===== src/rtl/decoder_3to8_seq.sv =====
// Sequenced 3-to-8 decoder: holds the decoded one-hot line for HOLD_CYCLES cycles,
// then pulses done. A scan request walks all eight lines in order.
module decoder_3to8_seq #(
   parameter int HOLD_CYCLES = 4,
   parameter int CNT_W       = 8
) (
   input  logic       clk,
   input  logic       rst_n,
   input  logic       enable,
   input  logic       in_valid,
   input  logic [2:0] in_code,
   output logic       in_ready,
   input  logic       scan_start,
   output logic [7:0] y,
   output logic       out_valid,
   output logic       busy,
   output logic       done
);

   typedef enum logic [1:0] {IDLE, HOLD, SCAN} state_t;

   localparam logic [CNT_W-1:0] RELOAD = CNT_W'(HOLD_CYCLES - 1);

   state_t           state;
   state_t           state_nx;
   logic [CNT_W-1:0] cnt;
   logic [CNT_W-1:0] cnt_nx;
   logic [2:0]       idx;
   logic [2:0]       idx_nx;
   logic [7:0]       y_nx;
   logic             done_nx;

   // State and registered outputs; reset clears everything, no done on reset.
   always_ff @(posedge clk or negedge rst_n) begin
      if (!rst_n) begin
         state     <= IDLE;
         cnt       <= '0;
         idx       <= '0;
         y         <= 8'h00;
         out_valid <= 1'b0;
         busy      <= 1'b0;
         done      <= 1'b0;
      end else begin
         state     <= state_nx;
         cnt       <= cnt_nx;
         idx       <= idx_nx;
         y         <= y_nx;
         out_valid <= |y_nx;
         busy      <= (state_nx != IDLE);
         done      <= done_nx;
      end
   end

   always_comb begin
      state_nx = state;
      cnt_nx   = cnt;
      idx_nx   = idx;
      y_nx     = y;
      done_nx  = 1'b0;
      case (state)
         IDLE: begin
            y_nx = 8'h00;
            // Scan has priority over a presented code.
            if (enable && scan_start) begin
               y_nx     = 8'h01;
               idx_nx   = 3'd0;
               cnt_nx   = RELOAD;
               state_nx = SCAN;
            end else if (in_valid && in_ready) begin
               y_nx     = 8'h01 << in_code;
               cnt_nx   = RELOAD;
               state_nx = HOLD;
            end
         end
         HOLD: begin
            if (!enable) begin
               y_nx     = 8'h00;
               cnt_nx   = '0;
               idx_nx   = 3'd0;
               state_nx = IDLE;
            end else if (cnt != '0) begin
               cnt_nx = cnt - 1'b1;
            end else begin
               y_nx     = 8'h00;
               done_nx  = 1'b1;
               state_nx = IDLE;
            end
         end
         SCAN: begin
            if (!enable) begin
               y_nx     = 8'h00;
               cnt_nx   = '0;
               idx_nx   = 3'd0;
               state_nx = IDLE;
            end else if (cnt != '0) begin
               cnt_nx = cnt - 1'b1;
            end else if (idx != 3'd7) begin
               idx_nx = idx + 3'd1;
               y_nx   = y << 1;
               cnt_nx = RELOAD;
            end else begin
               y_nx     = 8'h00;
               idx_nx   = 3'd0;
               done_nx  = 1'b1;
               state_nx = IDLE;
            end
         end
         default: begin
            y_nx     = 8'h00;
            cnt_nx   = '0;
            idx_nx   = 3'd0;
            state_nx = IDLE;
         end
      endcase
   end

   always_comb begin
      in_ready = (state == IDLE) && enable && !scan_start;
   end

endmodule


===== config.mk =====
export PLATFORM = sky130hd
export DESIGN_NAME = decoder_3to8_seq
export DESIGN_NICKNAME = d
export VERILOG_FILES = /design/src/rtl/decoder_3to8_seq.sv
export SDC_FILE = /design/constraint.sdc
export NUM_CORES = 1
export LEC_CHECK = 0
export BUFFER_PORTS_ARGS = -buffer_cell sky130_fd_sc_hd__buf_2
export CORE_ASPECT_RATIO = 1.5
export CORE_UTILIZATION = 45
export CTS_CLUSTER_SIZE = 28
export DETAILED_ROUTE_END_ITERATION = 8
export PLACE_DENSITY_LB_ADDON = 0.1
export SYNTH_ARGS = -nofsm -noshare
export SYNTH_HDL_FRONTEND = slang
export SYNTH_SLANG_ARGS = --single-unit

===== constraint.sdc =====
create_clock -name clk -period 3.2 [get_ports clk]
set_input_delay 0.32 -clock clk [delete_from_list [all_inputs] [get_ports clk]]
set_output_delay 0.32 -clock clk [all_outputs]
set_load 0.03 [all_outputs]

# Word level (Yosys, flattened, before mapping)
# Cells that the tools add are included.
[classes]
div_mod_pow = 0
reduce_logical = 11
bitwise_logic = 0
eq_ne = 9
n_shift = 1
n_mul = 0
n_addsub = 2
magnitude_cmp = 0
n_mux = 36
[op_table]
columns = ["cell", "n"]
rows = [
  ["2-to-1 mux 8 bit", 14],
  ["case mux 8 bit (3 select lines)", 2],
  ["2-to-1 mux 3 bit", 5],
  ["2-to-1 mux 2 bit", 7],
  ["inequality test 3 bit (second input constant)", 4],
  ["case mux 3 bit (3 select lines)", 1],
  ["nonzero test 8 bit", 1],
  ["OR reduction 8 bit", 1],
  ["left shift 1 x 3 -> 8 bit (first input constant)", 1],
  ["subtractor 8 x 1 -> 8 bit (second input constant)", 1],
  ["case mux 2 bit (3 select lines)", 1],
  ["AND reduction 3 bit", 2],
  ["2-to-1 mux 1 bit", 5],
  ["logical AND 1 bit", 4],
  ["inequality test 2 bit (second input constant)", 2],
  ["inequality test 4 bit (second input constant)", 1],
  ["adder 3 x 1 -> 3 bit (second input constant)", 1],
  ["== test 2 x 1 -> 1 bit (second input constant)", 1],
  ["== test 2 bit (second input constant)", 1],
  ["logical NOT 2 bit", 1],
  ["case mux 1 bit (2 select lines)", 1],
  ["nonzero test 2 bit", 1],
  ["logical NOT 1 bit", 1],
]
[word_totals]
in_bits = 8
ff_bits = 24
latch_bits = 0
ram_bits = 0
n_memories = 0
rom_bits = 0
out_inout_bits = 12

# Depth between registers and ports, before layout
# Gate-level depths: netlist (run 1).
[logic_depth]
word_depth = 8
ltp_mapped = 8
depth_no_buf = 7

# Worst setup path after synthesis (run 1)
# OpenSTA, ideal clock, no wires.
[synth_timing]
path_type = "flip-flop to flip-flop"
startpoint = "register cnt[0]"
endpoint = "register idx[0]"
stages_incl_launch_ff = 9
synth_period_minus_slack_ns = 1.953
setup_time_ns = 0.125
setup_slack_ns = 1.247
path_buffers = 1
arrival_time_ns = 1.828
path_cell_list = "dfrtp_1 inv_1 ha_1 nor3b_2 and2_1 buf_4 o21ai_2 a21o_1 mux2_4"
[synth_via]
elab_chain_len = 3
[synth_rtl]
columns = ["element", "line_no", "rtl"]
rows = [
  ["start: declaration", "26", "logic [CNT_W-1:0] cnt;"],
  ["start signal: assignment", "45", "cnt <= cnt_nx;"],
  ["nonzero test 8 bit", "95", "end else if (cnt != '0) begin"],
  ["inequality test 3 bit (no line)", "n/a", ""],
  ["AND reduction 3 bit (no line)", "n/a", ""],
  ["end signal: assignment", "46", "idx <= idx_nx;"],
  ["end: declaration", "28", "logic [2:0] idx;"],
]
# Every way passes these cells.
# A chain may end at the register's enable or synchronous reset.

# Worst setup path in the final report (run 1)
[layout_timing]
startpoint = "register cnt[0]"
endpoint = "register cnt[5]"
[layout_via]
elab_chain_len = 4
[layout_rtl]
columns = ["element", "line_no", "rtl"]
rows = [
  ["subtractor 8 x 1 -> 8 bit or nonzero test 8 bit (tied branches)", "n/a", ""],
  ["2-to-1 mux 8 bit (on tied branches)", "95, 81", ""],
  ["2-to-1 mux 8 bit (on tied branches)", "90, 76", ""],
  ["case mux 8 bit (3 select lines)", "60", "case (state)"],
]
# Several ways; a longest one is shown, not always the timed one. The select of a mux whose other input is x is not followed.

==> results.md, run 1 <==
- Status: complete, no violations
- Power, Total: 1.34 mW
- PwrDens: 795 nW/µm²
- Final cycle utilization of the critical path: 72.7%
- Via count: 1299
- Hold_buf cts: 0
- CTS tree: yes
- Leak pwr: 0.797 nW
- Rows: 25
- Critical Path RT: 3.33 ns
- Area of the core: 3190 µm²
- Fraction of layout cells with a size suffix above 1: 19.2%
- Starting DRT DRC Count: 33
- Fin area: 1690 µm²
- Yosys reg bits: 24
- Synthesized net count: 175
- Critical-path cell list: inv_1 > ha_1 > nor3b_2 > and2_1 > o21ai_2 > a31oi_1 > nor2_1
- Mapped Area: 1520 µm²
- Worst path max stage delay: 0.46 ns
- CTS root buf: clkbuf_8
- RePlAce Congestion: 0.821
- Fin Setup TNS: 0 ns
- DP Area: 1650 µm²
- Post-cts resize count: 0
- Drt first pass iters: 4
- Register area share after synthesis: 39.5%
- Clk_lat worst skew: 0.27 ns
- Worst Hold Class: input port to asynchronous set/reset pin
- Post-DP HPWL: 2830 µm
- YS warnings: 0
- Final Skew: 0.00379 ns
- Top_reg_cell synth: dfrtp_1
- Syn Area/Cell: 9.57 µm²
- Nets: 195
- Relative slew slack: 62.8%
- Critical Path AT: 2.46 ns
- RSZ-0062 raised after global routing: no
- First-pass GRT wire length: 6230 µm
- Die area: 3620 µm²
- Crit path max fanout: 9
- Startpoint types: flip-flop
- Layout area overhead: 11.0%
- Antenna viol nets, final: 0
- Starting Density: 47.7%
- Max VDD drop: 0.431 mV
- Total clock sinks: 24
- Synth Instances: 159
- Clock buffer count from CTS: 3
- Setup crit end kind: flip-flop
- Setup Viol. Count Final: 0
- Wirelength per Cell: 17.6 µm
- Slew Viols, Final: 0
- Antenna Cells: 0
- Min Clock Period, post-route: 2.33 ns
- Number of I/O pins: 20
- Initial antenna violation count: 0
- Port Buf Inserts: 19
- Die Wd: 49.5 µm
- Max Cap Viol: 0
- Largest net degree at the start of global routing: 25
- Commonest non-fill, non-tap cell in the layout: dfrtp_1
- Gr ovfl total: 0
- Clk slew on worst S/H paths: 0.08 ns
- H-tree lvl count: 1
- Drc violations: 0
- Die Ht: 73.2 µm
- Max Freq: 430 MHz
- Post-CTS Setup Bufs: 0
- Via density: 5.99
- Asr flop ratio synth: 100%
- Tot GR Track Use: 23.4%
- Commonest cells after routing, fill and taps aside: dfrtp_1 (24), buf_2 (19), nor2_1 (13)
- Vias in the first global route: 1262
- Total Wirelength: 3830 µm
- Worst Tran Pin Value: 0.557 ns
- Clock Tree Buf Depth: 2
- Final Hold Fails: 0
- Synth unique cells: 43
- Post-synth EDFFs: 0
- Kind of critical path: flip-flop to flip-flop
- Slowest cell on crit path: a31oi_1
## routing by layer
metal  global-route usage [%]  vias to the layer above  part of all wire, %
li1                         -                      626                    -
met1                     27.5                      639                   44
met2                     42.9                       27                   52
met3                     1.88                        7                  2.0
met4                     10.8                        0                  2.2
met5                        0                        -                    0
## per-stage QoR
| stage | hold slack [ns] | util [%] | setup slack (ns) | instances |
|---|---|---|---|---|
| global route | 0.0803 | 52.9 | 0.688 | 217 |
| global placement | 0.332 | 51.6 | 1.01 | 214 |
| CTS | 0.0461 | 52.9 | 0.880 | 217 |
| finish | 0.0339 | 52.9 | 0.874 | 217 |
| detailed placement | 0.339 | 51.6 | 0.886 | 214 |
| floorplan | 0.0244 | - | 1.25 | 159 |
## critical path: cells and delay by family, from the launching register on
family | cells | cell delay, ns
adders and majority gates | 1 | 0.14
and+or+nand+nor | 3 | 0.97
AOI/OAI and AO/OA | 2 | 0.55
buffers and inverters | 1 | 0.11
DFF | 1 | 0.41
## sequential cells by signal, indices dropped and copies added (netlist names)
signal     flops
y              8
cnt            8
done           1
out_valid      1
idx            3
state          2
busy           1
## kinds of logic (layout without fill, tap and decap cells)
family	count (synthesis)	after routing	share of synthesized area [%]
flops	24	24	39.5
simple gates	71	71	27.6
fa+ha+maj	8	8	6.58
compound gates	35	35	16.1
buf+inv	12	30	3.45
mux	4	4	3.95
xor+xnor	5	5	2.88
## power breakdown
| group | switching [mW] | total, mW | internal (mW) |
|---|---|---|---|
| clock | 0.0928 | 0.177 | 0.0843 |
| combinational | 0.445 | 0.697 | 0.252 |
| sequential | 0.0845 | 0.469 | 0.384 |
## cells in the mapped netlist, types with 2 or more instances
cell type | instances | area (µm²)
a21o_1 | 4 | 30.0
a21oi_1 | 8 | 40.0
a31oi_1 | 2 | 12.5
and2_1 | 5 | 31.3
and3_1 | 3 | 18.8
and3b_1 | 2 | 17.5
buf_4 | 2 | 15.0
clkbuf_1 | 2 | 7.51
dfrtp_1 | 24 | 601
ha_1 | 8 | 100
inv_1 | 7 | 26.3
mux2_4 | 4 | 60.1
nand2_1 | 10 | 37.5
nand2b_1 | 3 | 18.8
nand3_1 | 11 | 55.1
nand3b_1 | 2 | 15.0
nand4_1 | 6 | 37.5
nand4b_1 | 5 | 43.8
nor2_1 | 13 | 48.8
nor3_1 | 2 | 10.0
o21ai_0 | 4 | 20.0
o221ai_1 | 3 | 26.3
o22ai_1 | 2 | 12.5
o31ai_1 | 3 | 22.5
or2_2 | 2 | 12.5
xor2_1 | 5 | 43.8
## final timing paths
kind	cells past startpoint	from	end	slack (ns)
max in group asynchronous	1	rst_n	y[4]	2.80
max reg2reg	7	cnt[0]	cnt[5]	0.87
min in group clk	3	in_code[1]	y[3]	0.39
min	1	rst_n	cnt[2]	0.03
max	7	cnt[0]	cnt[5]	0.87
min reg2reg	2	cnt[1]	cnt[1]	0.54
## area by class of cell
cell class,instances,area (µm²)
Multi-Input combinational cell,123,868
Timing Repair Buffer,20,103
Tap cell,40,50.0
Inverter,7,26.3
Clock buffer,3,41.3
Sequential cell,24,601
Fill cell,331,1500
No activity file was read; power rests on OpenSTA's default activity.
==> inputs of run 2 (changes only) <==
clock period = 2.1 ns   (was 3.2 ns; I/O delays follow)
==> results.md, run 2 (synthesis results as in run 1) <==
- Starting Density: 47.7% (unchanged)
- Post-DP HPWL: 2920 µm (+3.0%)
- Setup Viol. Count Final: 0 (unchanged)
- Fraction of layout cells with a size suffix above 1: 26.8% (+7.6 points)
- Max Freq: 497 MHz (+16%)
- Critical-path cell list: inv_1 > ha_1 > a21boi_0 > buf_4 > nand2_1 > nand4_1 > or4_1 > a21oi_1
- Via density: 5.84 (-2.5%)
- Nets: 211 (+8.2%)
- Fin Setup TNS: 0 ns (unchanged)
- Kind of critical path: flip-flop to flip-flop
- Startpoint types: flip-flop
- Largest net degree at the start of global routing: 25 (unchanged)
- Relative slew slack: 64.2% (+1.4 points)
- Critical Path AT: 2.22 ns (-0.24 ns)
- Area of the core: 3190 µm² (unchanged)
- Die area: 3620 µm² (unchanged)
- Slew Viols, Final: 0 (unchanged)
- Worst Hold Class: input port to flip-flop
- Status: complete, no violations
- Top Registers: cnt: 8 flops, y: 8 flops, idx: 3 flops
- Vias in the first global route: 1372 (+8.7%)
- Drc violations: 0 (unchanged)
- Commonest cells after routing, fill and taps aside: dfrtp_1 (24), buf_2 (19), buf_4 (16)
- CTS tree: yes
- Starting DRT DRC Count: 62 (+88%)
- Commonest non-fill, non-tap cell in the layout: dfrtp_1
- Antenna viol nets, final: 0 (unchanged)
- Drt first pass iters: 4 (unchanged)
- Total clock sinks: 24 (unchanged)
- Max VDD drop: 0.594 mV (+38%)
- PwrDens: 1320 nW/µm² (+66%)
- Power, Total: 2.44 mW (+82%)
- H-tree lvl count: 1 (unchanged)
- Clk slew on worst S/H paths: 0.09 ns (about the same)
- Leak pwr: 0.889 nW (+12%)
- Wirelength per Cell: 16.8 µm (-4.6%)
- Rows: 25 (unchanged)
- Clock buffer count from CTS: 3 (unchanged)
- Layout area overhead: 21.9%
- Layout Utilization: 58.1% (+5.2 points)
- RePlAce Congestion: 0.878 (+7.0%)
- Gr ovfl total: 0 (unchanged)
- Final Skew: 0.00571 ns (+0.00193 ns)
- Worst Tran Pin Value: 0.537 ns (-0.0208 ns)
- Initial antenna violation count: 0 (unchanged)
- Die Wd: 49.5 µm (unchanged)
- CTS root buf: clkbuf_8
- Clock Tree Buf Depth: 2 (unchanged)
- Critical Path RT: 2.30 ns (-1.03 ns)
- Final Hold Fails: 0 (unchanged)
- Via count: 1366 (+5.2%)
- First-pass GRT wire length: 6360 µm (+2.1%)
- Setup crit end kind: flip-flop
- Antenna Cells: 0 (unchanged)
- Min Clock Period, post-route: 2.01 ns (-0.313 ns)
- RSZ-0062 raised after global routing: yes
- Die Ht: 73.2 µm (unchanged)
- Tot GR Track Use: 23.1% (-0.33 points)
- Final cycle utilization of the critical path: 95.9% (+23 points)
- Clk_lat worst skew: 0.27 ns (about the same)
- Total Wirelength: 3940 µm (+2.9%)
- Worst path max stage delay: 0.42 ns (-0.04 ns)
- Port Buf Inserts: 19 (unchanged)
- Max Cap Viol: 0 (unchanged)
- Number of I/O pins: 20 (unchanged)
- Crit path max fanout: 6 (-3)
- Slowest cell on crit path: or4_1
## run 2: changes by cell type in the layout (fill, tap and decap cells not counted)
cell,change
nor3b_2,-1
and2_1,-1
nor3b_4,+1
buf_4,+15
nor3_2,+1
dlygate4sd3_1,+1
and2_2,+1
nor3_1,-1
bufinv_16,+1
## run 2: report_power, final
part	total [mW]	internal (mW)	switching, mW
Sequential	0.722	0.585	0.137
Clock	0.411	0.255	0.156
Combinational	1.31	0.574	0.734
Total	2.44	1.41	1.03
## run 2: path summary, 6_finish.rpt
path,startpoint,endpoint,slack (ns),cells after the start
setup / recovery,state[1],cnt[7],0.09,8
max in group asynchronous,rst_n,cnt[4],1.30,2
min in group asynchronous,rst_n,cnt[5],0.44,2
hold / removal,in_code[1],y[3],0.25,3
hold reg to reg,cnt[1],cnt[1],0.53,2
setup reg to reg,state[1],cnt[7],0.09,8
## run 2: metrics by stage
stage / hold slack, ns / worst slack [ns] / std cells / area, µm²
global route: 0.271 / -0.0588 / 234 / 1850
global placement: 0.221 / 0.0491 / 226 / 1740
finish: 0.251 / 0.0863 / 234 / 1850
detailed placement: 0.227 / 0.0133 / 226 / 1740
CTS: 0.252 / 0.0200 / 231 / 1820
floorplan: -0.0856 / 0.147 / 159 / 1520
## run 2: final cells by class
class	instances	area (µm²)
Multi-Input combinational cell	123	881
Timing Repair Buffer	36	225
Sequential cell	24	601
Clock buffer	3	41.3
Fill cell	312	1340
Inverter	7	26.3
Clock inverter	1	30.0
Tap cell	40	50.0
## run 2: layer usage
layer  part of all wire [%]  vias to the layer above  global-route usage (%)
met2                     55                       25                    43.1
met4                    1.0                        0                    8.89
met5                      0                        -                       0
met3                    2.2                        4                    2.08
li1                       -                      656                       -
met1                     41                      681                    27.0
## run 2: timing repair
item                       CTS  global route
hold buffers                 1             0
pin swaps                    0             1
buffers inserted             0             3
resized for setup            1             2
setup endpoints to repair    1             3
gates cloned                 0             0
hold endpoints to repair    24             0
## run 2: critical path, delay by kind of cell (launching register included)
kind	cells	cell delay, ns
adders and majority gates	1	0.24
buffers and inverters	2	0.27
and+or+nand+nor	3	0.72
AOI/OAI and AO/OA	2	0.29
DFF	1	0.41
==> inputs of run 3 (changes only) <==
RECOVER_POWER = 100   (was not set)
==> results.md, run 3 (synthesis results as in run 1) <==
- Layout area overhead: 19.9%
- Final cycle utilization of the critical path: 96.1% (+0.24 points)
- RePlAce Congestion: 0.878 (unchanged)
- H-tree lvl count: 1 (unchanged)
- Antenna Cells: 0 (unchanged)
- Die Wd: 49.5 µm (unchanged)
- Fraction of layout cells with a size suffix above 1: 18.0% (-8.8 points)
- Via density: 5.90 (+1.0%)
- Port Buf Inserts: 19 (unchanged)
- Commonest non-fill, non-tap cell in the layout: dfrtp_1
- RSZ-0062 raised after global routing: yes
- Worst Hold Class: input port to flip-flop
- Drt first pass iters: 6 (+2)
- CTS root buf: clkbuf_8
- Gr ovfl total: 0 (unchanged)
- Nets: 211 (unchanged)
- Antenna viol nets, final: 0 (unchanged)
- Total Wirelength: 3950 µm (+0.25%)
- Starting Density: 47.7% (unchanged)
- Area of the core: 3190 µm² (unchanged)
- Initial antenna violation count: 0 (unchanged)
- Status: complete, no violations
- DR WL met3: 92 µm (+4.5%)
- Switching Fraction: 42.1% (about the same)
- Fin Setup TNS: 0 ns (unchanged)
- Clk_lat worst skew: 0.27 ns (about the same)
- Wire length on met2: 2180 µm (-0.14%)
- Clk pwr share: 17.0% (+0.2 points)
- CTS tree: yes
- Max Freq: 495 MHz (-0.25%)
- Starting DRT DRC Count: 62 (unchanged)
- Via count: 1380 (+1.0%)
- Largest net degree at the start of global routing: 25 (unchanged)
- Commonest cells after routing, fill and taps aside: dfrtp_1 (24), buf_4 (16), nor2_1 (13), clkbuf_1 (13)
- Number of I/O pins: 20 (unchanged)
- Setup crit end kind: flip-flop
- DRT met1 WL: 1620 µm (-0.55%)
- Crit path max fanout: 6 (unchanged)
- Critical Path AT: 2.17 ns (-0.05 ns)
- Flop pwr share: 30.1% (+0.5 points)
- NetSw: 1.01 mW (-1.8%)
- Startpoint types: flip-flop
- Critical-path cell list: inv_1 > ha_1 > nor3b_4 > and2_2 > o21ai_1 > a21o_1 > mux2_1
- Int Power: 1.39 mW (-1.9%)
- Layout fillers: 324 (+3.8%)
- Wirelength per Cell: 16.9 µm (+0.25%)
- Total clock sinks: 24 (unchanged)
- Post-DP HPWL: 2920 µm (unchanged)
- Die area: 3620 µm² (unchanged)
- Rows: 25 (unchanged)
- Relative slew slack: 13.9% (-50 points)
- Drc violations: 0 (unchanged)
- Critical Path RT: 2.25 ns (-0.05 ns)
- Tot GR Track Use: 23.1% (unchanged)
- Slowest cell on crit path: dfrtp_1
- Min Clock Period, post-route: 2.02 ns (+0.00512 ns)
- Clock Tree Buf Depth: 2 (unchanged)
- Top Registers: cnt: 8 flops, y: 8 flops, idx: 3 flops
- First-pass GRT wire length: 6360 µm (unchanged)
- Max Used Layer: met4
- Max Cap Viol: 0 (unchanged)
- Kind of critical path: flip-flop to flip-flop
- Die Ht: 73.2 µm (unchanged)
- Leak pwr: 0.829 nW (-6.7%)
- Final Hold Fails: 0 (unchanged)
- Max VDD drop: 0.593 mV (about the same)
- DP Area: 1740 µm² (unchanged)
- Clock buffer count from CTS: 3 (unchanged)
- PwrDens: 1310 nW/µm² (-0.25%)
- Logic pwr share: 52.9% (-0.7 points)
- Clk slew on worst S/H paths: 0.09 ns (about the same)
- Final Skew: 0.00699 ns (+0.00127 ns)
- Vias in the first global route: 1372 (unchanged)
- Setup Viol. Count Final: 0 (unchanged)
- Worst Tran Pin Value: 1.29 ns (+0.755 ns)
- Slew Viols, Final: 0 (unchanged)
- Worst path max stage delay: 0.43 ns (about the same)
- Fin area: 1820 µm² (-1.6%)
-- run 3: cell types whose count changed in the layout (fill, tap and decap cells not counted), sizes merged --
cell	previous run	this run
buf	35	22
clkbuf	3	16
-- run 3: stage by stage --
stage	total power, mW	cells	hold WS (ns)	setup slack (ns)	util [%]
detailed placement	1.96	226	0.227	0.0133	54.5
finish	2.40	234	0.254	0.0811	57.2
global placement	1.94	226	0.221	0.0491	54.5
floorplan	1.51	159	-0.0856	0.147	-
CTS	2.38	231	0.252	0.0200	57.1
global route	2.56	234	0.271	-0.0588	57.2
-- run 3: final cells by class --
cell class	instances	area [µm²]	area share (%)
multi-input combinational	123	867	47.5
tap	40	50.0	2.74
inverter	7	26.3	1.44
timing repair buffer	36	209	11.5
clock buffer	3	41.3	2.26
sequential	24	601	32.9
clock inverter	1	30.0	1.65
-- run 3: routing by layer --
metal,up-vias,track usage (%)
met5,-,0
met3,6,2.08
li1,654,-
met1,692,27.0
met2,28,43.1
met4,0,8.89
-- run 3: power groups by stage --
stage	combinational, mW	sequential, mW	clock [mW]
floorplan	0.754	0.752	0
global placement	1.22	0.718	0
detailed placement	1.23	0.723	0
CTS	1.25	0.715	0.412
global route	1.39	0.744	0.428
finish	1.27	0.722	0.407
-- run 3: critical path, delay by kind of cell, from the launching register on --
family                   cells  cell delay, ns
AND/OR/NAND/NOR              2            0.52
flip-flops                   1            0.43
multiplexers                 1            0.33
AO/OA/AOI/OAI                2            0.32
adder cells (fa/ha/maj)      1            0.17
buffers and inverters        1            0.12
-- run 3: path summary, 6_finish.rpt --
| path | startpoint | endpoint | slack, ns | depth (start not counted) |
|---|---|---|---|---|
| worst max-delay path | cnt[0] | idx[2] | 0.08 | 7 |
| worst min-delay path | in_code[1] | y[3] | 0.25 | 3 |
| worst max register to register | cnt[0] | idx[2] | 0.08 | 7 |
| worst min register to register | cnt[1] | cnt[1] | 0.53 | 2 |
| max in group asynchronous | rst_n | cnt[4] | 0.60 | 2 |
| min in group asynchronous | rst_n | cnt[5] | 0.74 | 2 |
-- run 3: timing repair --
| item | 4_1_cts | 5_1_grt |
|---|---|---|
| endpoints found under the setup margin | 1 | 3 |
| pin swaps | 0 | 1 |
| buffers inserted | 0 | 3 |
| resized for setup | 1 | 2 |
| hold endpoints to repair | 24 | 0 |
| hold buffers | 1 | 0 |
